==> src/rtl/ram_port1_arbiter_pkg.sv <==
// Shared definitions for the port-1 half-word RAM arbiter: beat FSM states,
// half-word offsets within a word and bus widths.
package ram_port1_arbiter_pkg;

  typedef enum logic [1:0] {
    ST_IDLE = 2'd0,
    ST_LO   = 2'd1,
    ST_HI   = 2'd2,
    ST_ACK  = 2'd3
  } state_e;

  localparam logic [1:0] HW_LO = 2'b00;
  localparam logic [1:0] HW_HI = 2'b10;

  localparam int WORD_W  = 32;
  localparam int HWORD_W = 16;

endpackage

==> src/rtl/rr_arbiter2.sv <==
// Two-way round-robin arbiter. The grant is combinational from req and the
// remembered last winner; last_grant only moves when the caller advances.
module rr_arbiter2 (
  input  logic       clk,
  input  logic       rst,
  input  logic [1:0] req,
  input  logic       advance,
  output logic       grant_idx,
  output logic       grant_valid
);

  logic last_grant_q;

  // Lone requester wins; on a tie the master that did not win last time goes.
  always_comb begin
    grant_valid = |req;
    if (req == 2'b11) begin
      grant_idx = ~last_grant_q;
    end else begin
      grant_idx = req[1];
    end
  end

  // Remember the winner; reset to 1 so master 0 takes the first tie.
  always_ff @(posedge clk) begin
    if (rst) begin
      last_grant_q <= 1'b1;
    end else if (advance && grant_valid) begin
      last_grant_q <= grant_idx;
    end
  end

endmodule

==> src/rtl/ram_port1_arbiter.sv <==
// Shares RAM port 1 between two 32-bit masters. Each word access is run as a
// low half-word beat followed by a high half-word beat, then a one-cycle ack.
module ram_port1_arbiter
  import ram_port1_arbiter_pkg::*;
#(
  parameter int ADDR_WIDTH = 12
) (
  input  logic                  clk,
  input  logic                  rst,
  input  logic                  m0_req,
  input  logic [ADDR_WIDTH-1:0] m0_addr,
  input  logic [WORD_W-1:0]     m0_wdata,
  input  logic [3:0]            m0_wstrb,
  output logic                  m0_ack,
  output logic [WORD_W-1:0]     m0_rdata,
  input  logic                  m1_req,
  input  logic [ADDR_WIDTH-1:0] m1_addr,
  input  logic [WORD_W-1:0]     m1_wdata,
  input  logic [3:0]            m1_wstrb,
  output logic                  m1_ack,
  output logic [WORD_W-1:0]     m1_rdata,
  output logic [ADDR_WIDTH-1:0] ram_addr,
  output logic [HWORD_W-1:0]    ram_wdata,
  output logic [1:0]            ram_wenable,
  input  logic [HWORD_W-1:0]    ram_rdata
);

  state_e                  state_q;
  logic                    owner_q;
  logic [ADDR_WIDTH-1:2]   addr_q;
  logic [WORD_W-1:0]       wdata_q;
  logic [3:0]              wstrb_q;
  logic [HWORD_W-1:0]      rbuf_lo_q;
  logic [ADDR_WIDTH-1:0]   ram_addr_q;
  logic [HWORD_W-1:0]      ram_wdata_q;
  logic [1:0]              ram_wenable_q;
  logic                    m0_ack_q;
  logic                    m1_ack_q;
  logic [WORD_W-1:0]       m0_rdata_q;
  logic [WORD_W-1:0]       m1_rdata_q;

  logic                    grant_idx;
  logic                    grant_valid;
  logic [ADDR_WIDTH-1:0]   sel_addr;
  logic [WORD_W-1:0]       sel_wdata;
  logic [3:0]              sel_wstrb;

  // Byte-offset bits are ignored: every access is word aligned.
  logic unused_addr_bits;
  assign unused_addr_bits = ^{m0_addr[1:0], m1_addr[1:0], sel_addr[1:0]};

  rr_arbiter2 u_arb (
    .clk         (clk),
    .rst         (rst),
    .req         ({m1_req, m0_req}),
    .advance     (state_q == ST_IDLE),
    .grant_idx   (grant_idx),
    .grant_valid (grant_valid)
  );

  // Steer the granted master's request fields toward the latch in IDLE.
  always_comb begin
    sel_addr  = grant_idx ? m1_addr  : m0_addr;
    sel_wdata = grant_idx ? m1_wdata : m0_wdata;
    sel_wstrb = grant_idx ? m1_wstrb : m0_wstrb;
  end

  // Beat sequencer: IDLE -> LO -> HI -> ACK, all RAM and master outputs registered.
  always_ff @(posedge clk) begin
    if (rst) begin
      state_q       <= ST_IDLE;
      owner_q       <= 1'b0;
      addr_q        <= '0;
      wdata_q       <= '0;
      wstrb_q       <= '0;
      rbuf_lo_q     <= '0;
      ram_addr_q    <= '0;
      ram_wdata_q   <= '0;
      ram_wenable_q <= '0;
      m0_ack_q      <= 1'b0;
      m1_ack_q      <= 1'b0;
      m0_rdata_q    <= '0;
      m1_rdata_q    <= '0;
    end else begin
      case (state_q)
        ST_IDLE: begin
          ram_wenable_q <= '0;
          if (grant_valid) begin
            owner_q       <= grant_idx;
            addr_q        <= sel_addr[ADDR_WIDTH-1:2];
            wdata_q       <= sel_wdata;
            wstrb_q       <= sel_wstrb;
            ram_addr_q    <= {sel_addr[ADDR_WIDTH-1:2], HW_LO};
            ram_wdata_q   <= sel_wdata[HWORD_W-1:0];
            ram_wenable_q <= sel_wstrb[1:0];
            state_q       <= ST_LO;
          end
        end
        ST_LO: begin
          rbuf_lo_q     <= ram_rdata;
          ram_addr_q    <= {addr_q, HW_HI};
          ram_wdata_q   <= wdata_q[WORD_W-1:HWORD_W];
          ram_wenable_q <= wstrb_q[3:2];
          state_q       <= ST_HI;
        end
        ST_HI: begin
          // The high half goes straight into the returned word.
          ram_wenable_q <= '0;
          if (owner_q) begin
            m1_ack_q   <= 1'b1;
            m1_rdata_q <= {ram_rdata, rbuf_lo_q};
          end else begin
            m0_ack_q   <= 1'b1;
            m0_rdata_q <= {ram_rdata, rbuf_lo_q};
          end
          state_q <= ST_ACK;
        end
        ST_ACK: begin
          m0_ack_q <= 1'b0;
          m1_ack_q <= 1'b0;
          state_q  <= ST_IDLE;
        end
        default: begin
          state_q <= ST_IDLE;
        end
      endcase
    end
  end

  // A reset arriving during a beat also suppresses that beat's write, so an
  // aborted word keeps only the beats written before the reset cycle.
  assign ram_wenable = ram_wenable_q & ~{2{rst}};
  assign ram_addr    = ram_addr_q;
  assign ram_wdata   = ram_wdata_q;
  assign m0_ack      = m0_ack_q;
  assign m1_ack      = m1_ack_q;
  assign m0_rdata    = m0_rdata_q;
  assign m1_rdata    = m1_rdata_q;

endmodule
==> config.mk <==
export PLATFORM = sky130hd
export DESIGN_NAME = ram_port1_arbiter
export DESIGN_NICKNAME = d
export VERILOG_FILES = /design/src/rtl/ram_port1_arbiter_pkg.sv /design/src/rtl/rr_arbiter2.sv /design/src/rtl/ram_port1_arbiter.sv
export SDC_FILE = /design/constraint.sdc
export NUM_CORES = 1
export LEC_CHECK = 0
export ABC_AREA = 1
export CAP_MARGIN = 25
export CORE_ASPECT_RATIO = 1.1
export CORE_MARGIN = 2
export CORE_UTILIZATION = 42
export CTS_CLUSTER_SIZE = 28
export DETAILED_ROUTE_END_ITERATION = 8
export PLACE_DENSITY_LB_ADDON = 0.05
export SYNTH_ARGS = -nofsm -noshare
export SYNTH_HDL_FRONTEND = slang
export SYNTH_HIERARCHICAL = 1
export SYNTH_SLANG_ARGS = --single-unit
export TNS_END_PERCENT = 20
==> constraint.sdc <==
create_clock -name clk -period 1.3 [get_ports clk]
set_input_delay 0.26 -clock clk [delete_from_list [all_inputs] [get_ports clk]]
set_output_delay 0.26 -clock clk [all_outputs]
set_load 0.03 [all_outputs]
* After elaboration in Yosys (flattened, before gate mapping) *
Index checks and enable logic that the tools add are counted.

cells by class
  reduce and logical (&&, ||, !) cells = 12
  multiplexer cells = 16
  equality and inequality tests = 7
  bitwise logic cells = 4

operators by type and width
  cell                  count
  $mux W32              1
  $pmux W16 S2          1
  $mux W12              2
  $pmux W12 S2          1
  $mux W16              1
  $reduce_and A2 Y1     6
  $pmux W2 S4           1
  $eq A2 B2 Y1 const B  3
  $ne A2 B2 Y1 const B  3
  $pmux W2 S3           1
  $mux W2               2
  $mux W4               1
  $pmux W1 S2           2
  $reduce_bool A2 Y1    2
  $mux W1               3
  $reduce_bool A3 Y1    1
  $and A2 B2 Y2         1
  $eq A2 B1 Y1 const B  1
  $logic_not A2 Y1      1
  $not A1 Y1            2
  $not A2 Y2            1
  $reduce_or A2 Y1      1
  $logic_and A1 B1 Y1   1

storage, ports and cells
  output and inout port bits = 96
  register bits after elaboration = 162

* Depth between registers and ports, before layout *
Gate-level depths: netlist of run 1.

  depth in word-level cells = 5
  gate-level depth with buffers = 8
  gate-level depth less buffers = 7

* By module *
The synthesis of run 1 kept the hierarchy.

modules (own cells, without submodules)
  module             cells each  sequential area each (um^2)  area an instance (um^2)  instances
  ram_port1_arbiter  981         2842.7                       6454.9                   1
  rr_arbiter2        9           20.0                         60.1                     1

* Worst setup path after synthesis of run 1 *
OpenSTA, ideal clock, no wires.

  path type = register to register
  start point = reg state_q[0]
  end point = reg ram_addr_q[10], in the netlist ram_addr[10]
  slack = -0.112 ns
  data required time = 1.230 ns
  path buffers = 1
  clock period less this slack = 1.412 ns
  arrival = 1.342 ns
  stages on the path, launching flop included = 9
  cells stage by stage = dfxtp_1 > inv_1 > ha_1 > inv_1 > nand2_1 > nand2_2 > buf_4 > nor2_1 > a21oi_1

on the way
  longest elaborated chain between the ends = 3
  elaborated cells on any way between the ends = 6

ends and longest elaborated chain
  what                                                          RTL line                  text
  start: declaration                                            ram_port1_arbiter.sv:28   state_e state_q;
  start signal: assignment                                      ram_port1_arbiter.sv:71   state_q <= ST_IDLE;
  start signal: assignment                                      ram_port1_arbiter.sv:96   state_q <= ST_LO;
  start signal: assignment                                      ram_port1_arbiter.sv:104  state_q <= ST_HI;
  $eq A2 B1 Y1 or $logic_not A2 Y1 (tied branches)              ram_port1_arbiter.sv:85   case (state_q)
  $reduce_bool A2 Y1 (no line) or $ne A2 B2 Y1 (tied branches)  -
  $reduce_and A2 Y1 (no line)                                   -
  end signal: assignment                                        ram_port1_arbiter.sv:93   ram_addr_q <= {sel_addr[ADDR_WIDTH-1:2], HW_LO};
  end signal: assignment                                        ram_port1_arbiter.sv:101  ram_addr_q <= {addr_q, HW_HI};
  end: declaration                                              ram_port1_arbiter.sv:34   logic [ADDR_WIDTH-1:0] ram_addr_q;

Several ways; a longest one is shown, not always the timed one.
A chain may end at the register's enable or synchronous reset.

* Worst setup path after layout of run 1 *
  start point = reg state_q[0]
  end point = reg ram_wdata_q[14], in the netlist ram_wdata[14]

on the way
  longest elaborated chain between the ends = 3
  elaborated cells on any way between the ends = 6

ends and longest elaborated chain
  what                                                          RTL line                  text
  $eq A2 B1 Y1 or $logic_not A2 Y1 (tied branches)              ram_port1_arbiter.sv:85
  $reduce_bool A2 Y1 (no line) or $ne A2 B2 Y1 (tied branches)  -
  $reduce_and A2 Y1 (no line)                                   -
  end signal: assignment                                        ram_port1_arbiter.sv:94   ram_wdata_q <= sel_wdata[HWORD_W-1:0];
  end signal: assignment                                        ram_port1_arbiter.sv:102  ram_wdata_q <= wdata_q[WORD_W-1:HWORD_W];
  end: declaration                                              ram_port1_arbiter.sv:35   logic [HWORD_W-1:0] ram_wdata_q;

Several ways; a longest one is shown, not always the timed one.

==> summary.txt, run 1 <==
Fillers - 1368
hold crit path type - input pin to register
setup_tns - -0.0550 ns
Placed Cells - 1377
vias in the first global route - 6114
multiplexer share of the synthesized area - 0%
Area contributors post-synth - dfxtp_1, nor2_1, nand2_1
drt wl/cell - 14.8 um
Initial DRT Pass Iterations - 7
Post-Layout Cell Count - 1427
dpl cell area - 0.00918 sq mm
largest net degree at the start of global routing - 49
CTS tree - built
endpoints failing hold - 0
Post-Syn Instances - 990
Yosys warnings - 6
Final WS setup - -0.0244 ns
Post-synth EDFFs - 0
CP endpoint kind - register
Pint - 12.9 mW
cell taking the most area after synthesis - dfxtp_1
dpl hpwl - 13.2 mm
worst hold slack - 0.229 ns
main combinational cell family by area after synthesis - simple AND/OR/NAND/NOR gates
Max FO, Critical Path - 6
fin crit period - 1.32 ns
Achievable Freq - 755 MHz
Post-synth top cells - nor2_1, nand2_1, inv_1
CTS Root Cell - clkbuf_16
wl on met1 - 8.51 mm
GR Overflow Total - 0
adder-cell share of the synthesized area - 1.54%
Post-Synthesis Cell Area - 0.00651 sq mm
Power Dens Cells - 2150 mW/mm^2
crit path cell chain - inv_8, ha_4, inv_4, nand2_4, nand2_8, clkbuf_16, nor2_2, a21oi_1
Tcrit/Tclk final - 102%
clock buffer count from CTS - 17
Synth Flop Type - dfxtp_1
Total Wirelength - 21.2 mm
PortBufs - 206
status - finished, violations left
RSZ-0062 raised after global routing - yes
Clock transition at path regs - 0.06 ns
syn_nets - 1114
initial core utilization - 43.1%
unique cell type count in the Yosys netlist - 22
Switch Pwr - 9.07 mW
Req. time, crit path - 1.65 ns
post-synthesis simple-gate area fraction - 28.2%
utilization after layout - 67.6%
TritonCTS Sinks - 143
layout net count - 1342
routed wl met2 - 10.9 mm
sequential share of the synthesized area - 43.9%
initial antenna violation count - 0
most frequent cell after synthesis - nor2_1
Via density - 4.81
Mean Syn Cell Area - 6.58 sq um
pre-CTS setup slack - -0.485 ns
GRT Util Overall - 23.1%
Clock Power Share - 21.6%
proportion of layout cells with a drive suffix above 1 - 21.4%
clock latency on the worst-skew pair - 0.43 ns
width of the die - 123 um
routability cong. - 0.778
Clock Skew - 0.00897 ns
clk buf depth - 2
first-pass GRT wire length - 29.8 mm
vias after detailed routing - 6867
Pleak - 5.01 nW
#FFs+latches synth - 143
XOR/XNOR Fraction of Synth Area - 0%
combinational share of power - 48.7%
Final setup viols - 8
CP Class - register to register
area growth from synthesis to layout - 56.7%
ANT cells - 0
Worst VDD drop - 1.32 mV
Die H - 135 um
Core ar. - 0.0151 sq mm
CP arrival - 1.67 ns
Ports - 212
DR WL met3 - 1.11 mm
Net Sw Frac - 41.2%
Finished Cell Area - 0.0102 sq mm
critical path's slowest cell - dfxtp_4
sequential power share - 29.7%
compound-gate portion of the synthesized area - 12.3%
H-tree depth - 4
post-synth top area share - 43.9%
Final Total Pwr - 22.0 mW
top routing layer in use - met4
Final ANT Viol Nets - 0
DR iter-0 viols - 392
FP Rows - 47
asr flop ratio synth - 0%
violated checks - setup timing
Remaining DRCs - 0
final count of pins violating max slew - 0
max incr delay on CP - 0.40 ns
MaxCap Viol Count - 0
Die Area - 0.0165 sq mm
crit start category - register
area by class of cell:
class | instances | area, sq um | share of cell area, %
clock buffers | 17 | 425 | 4.17
flip-flops and latches | 143 | 2870 | 28.1
repair buffers | 264 | 2830 | 27.7
multi-input cells | 628 | 3040 | 29.8
well taps | 196 | 245 | 2.40
clock inverters | 15 | 151 | 1.48
inverters | 164 | 642 | 6.29
critical path, delay by kind of cell, from the launching register on:
kind                     cells  cell delay (ns)
AO/OA/AOI/OAI                1             0.15
flip-flops                   1             0.40
adder cells (fa/ha/maj)      1             0.18
AND/OR/NAND/NOR              3             0.21
buffers and inverters        3             0.30
cell families after synthesis:
logic type,count (synthesis)
buffers and inverters,220
other,1
and+or+nand+nor,459
DFF,143
adders and majority gates,8
AOI/OAI and AO/OA,159
what timing repair did:
item / CTS / global route
hold buffers: 0 / 0
setup buffers: 0 / 5
resized for setup: 241 / 101
pin swaps: 3 / 13
endpoints found under the setup margin: 136 / 139
cloned: 1 / 12
flip-flops by register name, indices dropped and copies added (netlist names):
signal,count
addr_q,10
m0_ack,1
m0_rdata,32
m1_ack,1
m1_rdata,32
owner_q,1
ram_addr,11
ram_wdata,16
ram_wenable_q,2
rbuf_lo_q,16
state_q,2
u_arb/last_grant_q,1
wdata_q,16
wstrb_q,2
placed cells by master, fill, tap and decap left out, drive strengths merged:
cell type      count
nor2             201
nand2            179
inv              169
buf              145
dfxtp            143
clkdlybuf4s50    108
o21ai             95
nand3             76
a21oi             63
clkbuf            25
clkinv             9
ha                 8
nor3               3
dlymetal6s2s       2
conb               1
bufinv             1
dlygate4sd2        1
a21boi             1
or2                1
routing by layer:
| metal | vias up | global-route usage [%] |
|---|---|---|
| met5 | - | 0 |
| met4 | 0 | 10.0 |
| met3 | 37 | 5.53 |
| met2 | 205 | 40.4 |
| met1 | 3132 | 26.6 |
| li1 | 3493 | - |
power groups by stage:
stage | Combinational, mW | Clock (mW) | Sequential, mW
floorplan | 3.95 | 0 | 7.88
global placement | 9.29 | 0 | 6.54
detailed placement | 9.38 | 0 | 6.58
CTS | 9.47 | 4.80 | 6.50
global route | 11.5 | 5.02 | 6.66
finish | 10.7 | 4.74 | 6.53
path summary, 6_finish.rpt:
path	start	to	slack, ns	depth (start not counted)
worst min-delay path	m1_req	u_arb/last_grant_q	0.23	4
worst max register to register	state_q[0]	ram_wdata[14]	-0.02	8
worst max-delay path	state_q[0]	ram_wdata[14]	-0.02	8
worst min register to register	wdata_q[17]	wdata_q[17]	0.46	2
Note: power is estimated with default switching activity, not from simulation.
==> run 2, diff against run 1 <==
--- a/config.mk
+++ b/config.mk
@@ -13,6 +13,7 @@
 export CTS_CLUSTER_SIZE = 28
 export DETAILED_ROUTE_END_ITERATION = 8
 export PLACE_DENSITY_LB_ADDON = 0.05
+export SKIP_CTS_REPAIR_TIMING = 1
 export SYNTH_ARGS = -nofsm -noshare
 export SYNTH_HDL_FRONTEND = slang
 export SYNTH_HIERARCHICAL = 1
==> summary.txt, run 2 (synthesized netlist as in run 1, its figures left out) <==
proportion of layout cells with a drive suffix above 1 - 19.7%
initial antenna violation count - 0
pre-CTS setup slack - -0.485 ns
Power Dens Cells - 2140 mW/mm^2
largest net degree at the start of global routing - 49
Core ar. - 0.0151 sq mm
Via density - 4.79
CP arrival - 1.69 ns
MaxCap Viol Count - 0
CP endpoint kind - register
Die Area - 0.0165 sq mm
DR iter-0 viols - 428
vias after detailed routing - 6806
CTS Root Cell - clkbuf_16
setup_tns - -0.131 ns
Final setup viols - 9
Final ANT Viol Nets - 0
clock latency on the worst-skew pair - 0.43 ns
Fillers - 1408
Post-Layout Cell Count - 1421
Worst VDD drop - 1.37 mV
GR Overflow Total - 0
initial core utilization - 43.1%
PortBufs - 206
commonest non-fill, non-tap cell in the layout - nor2_1
Clock Skew - 0.00899 ns
width of the die - 123 um
routability cong. - 0.778
ANT cells - 0
hold depth - 4
dpl hpwl - 13.2 mm
Pleak - 4.91 nW
Initial DRT Pass Iterations - 7
GRT Util Overall - 22.9%
Remaining DRCs - 0
Clock transition at path regs - 0.06 ns
TritonCTS Sinks - 143
Placed Cells - 1377
Final WS setup - -0.0458 ns
FP Rows - 47
Achievable Freq - 743 MHz
layout net count - 1336
Reg2Reg Depth - 6
hold crit path type - input pin to register
final count of pins violating max slew - 0
fin crit period - 1.35 ns
area growth from synthesis to layout - 53.7%
most frequent cells in the layout - nor2_1, nand2_1, inv_1
crit start category - register
first-pass GRT wire length - 29.5 mm
Total Wirelength - 20.3 mm
Ports - 212
CTS tree - built
H-tree depth - 4
CP Class - register to register
Max FO, Critical Path - 28
drt wl/cell - 14.3 um
Tcrit/Tclk final - 104%
vias in the first global route - 6096
clock buffer count from CTS - 17
RSZ-0062 raised after global routing - yes
endpoints failing hold - 0
status - finished, violations left
clk buf depth - 2
Req. time, crit path - 1.65 ns
Die H - 135 um
violated checks - setup timing
run 2: area by class of cell:
cell class	instances	area, sq um	area share (%)
repair buffers	259	2740	27.4
flip-flops and latches	143	2870	28.7
inverters	164	637	6.36
clock buffers	17	425	4.25
multi-input cells	627	2940	29.4
well taps	196	245	2.45
clock inverters	15	151	1.51
run 2: stage by stage:
stage | hold slack (ns) | instance area (sq um) | power, mW | utilization, %
after floorplan | 0.329 | 6540 | 11.8 | -
after global placement | 0.454 | 9180 | 15.8 | 60.8
after detailed placement | 0.457 | 9180 | 16.0 | 60.8
after CTS | 0.467 | 9760 | 20.7 | 64.6
after global routing | 0.308 | 10000 | 22.7 | 66.2
final | 0.246 | 10000 | 21.4 | 66.2
run 2: report_power, final:
part           internal [mW]  switching, mW
registers               5.67          0.853
clock network           2.69           2.04
logic                   4.28           5.88
total                   12.6           8.78
run 2: final timing paths:
check / to / startpoint / slack [ns]
worst min register to register: wdata_q[18] / wdata_q[18] / 0.46
worst min-delay path: u_arb/last_grant_q / m1_req / 0.25
worst max register to register: wstrb_q[2] / state_q[0] / -0.05
worst max-delay path: wstrb_q[2] / state_q[0] / -0.05
run 2: routing by layer:
metal,part of all wire (%),track usage (%),vias up
met5,0,0,-
met1,40,26.4,3082
li1,-,-,3474
met2,50,39.8,210
met3,6.0,5.45,40
met4,3.4,10.2,0
run 2: worst max-delay path: stages (launching register included):
cell	delay, ns
dfxtp_4	0.37
inv_6	0.08
ha_2	0.22
nand2_4	0.11
inv_8	0.17
nand3_1	0.14
a21oi_1	0.17
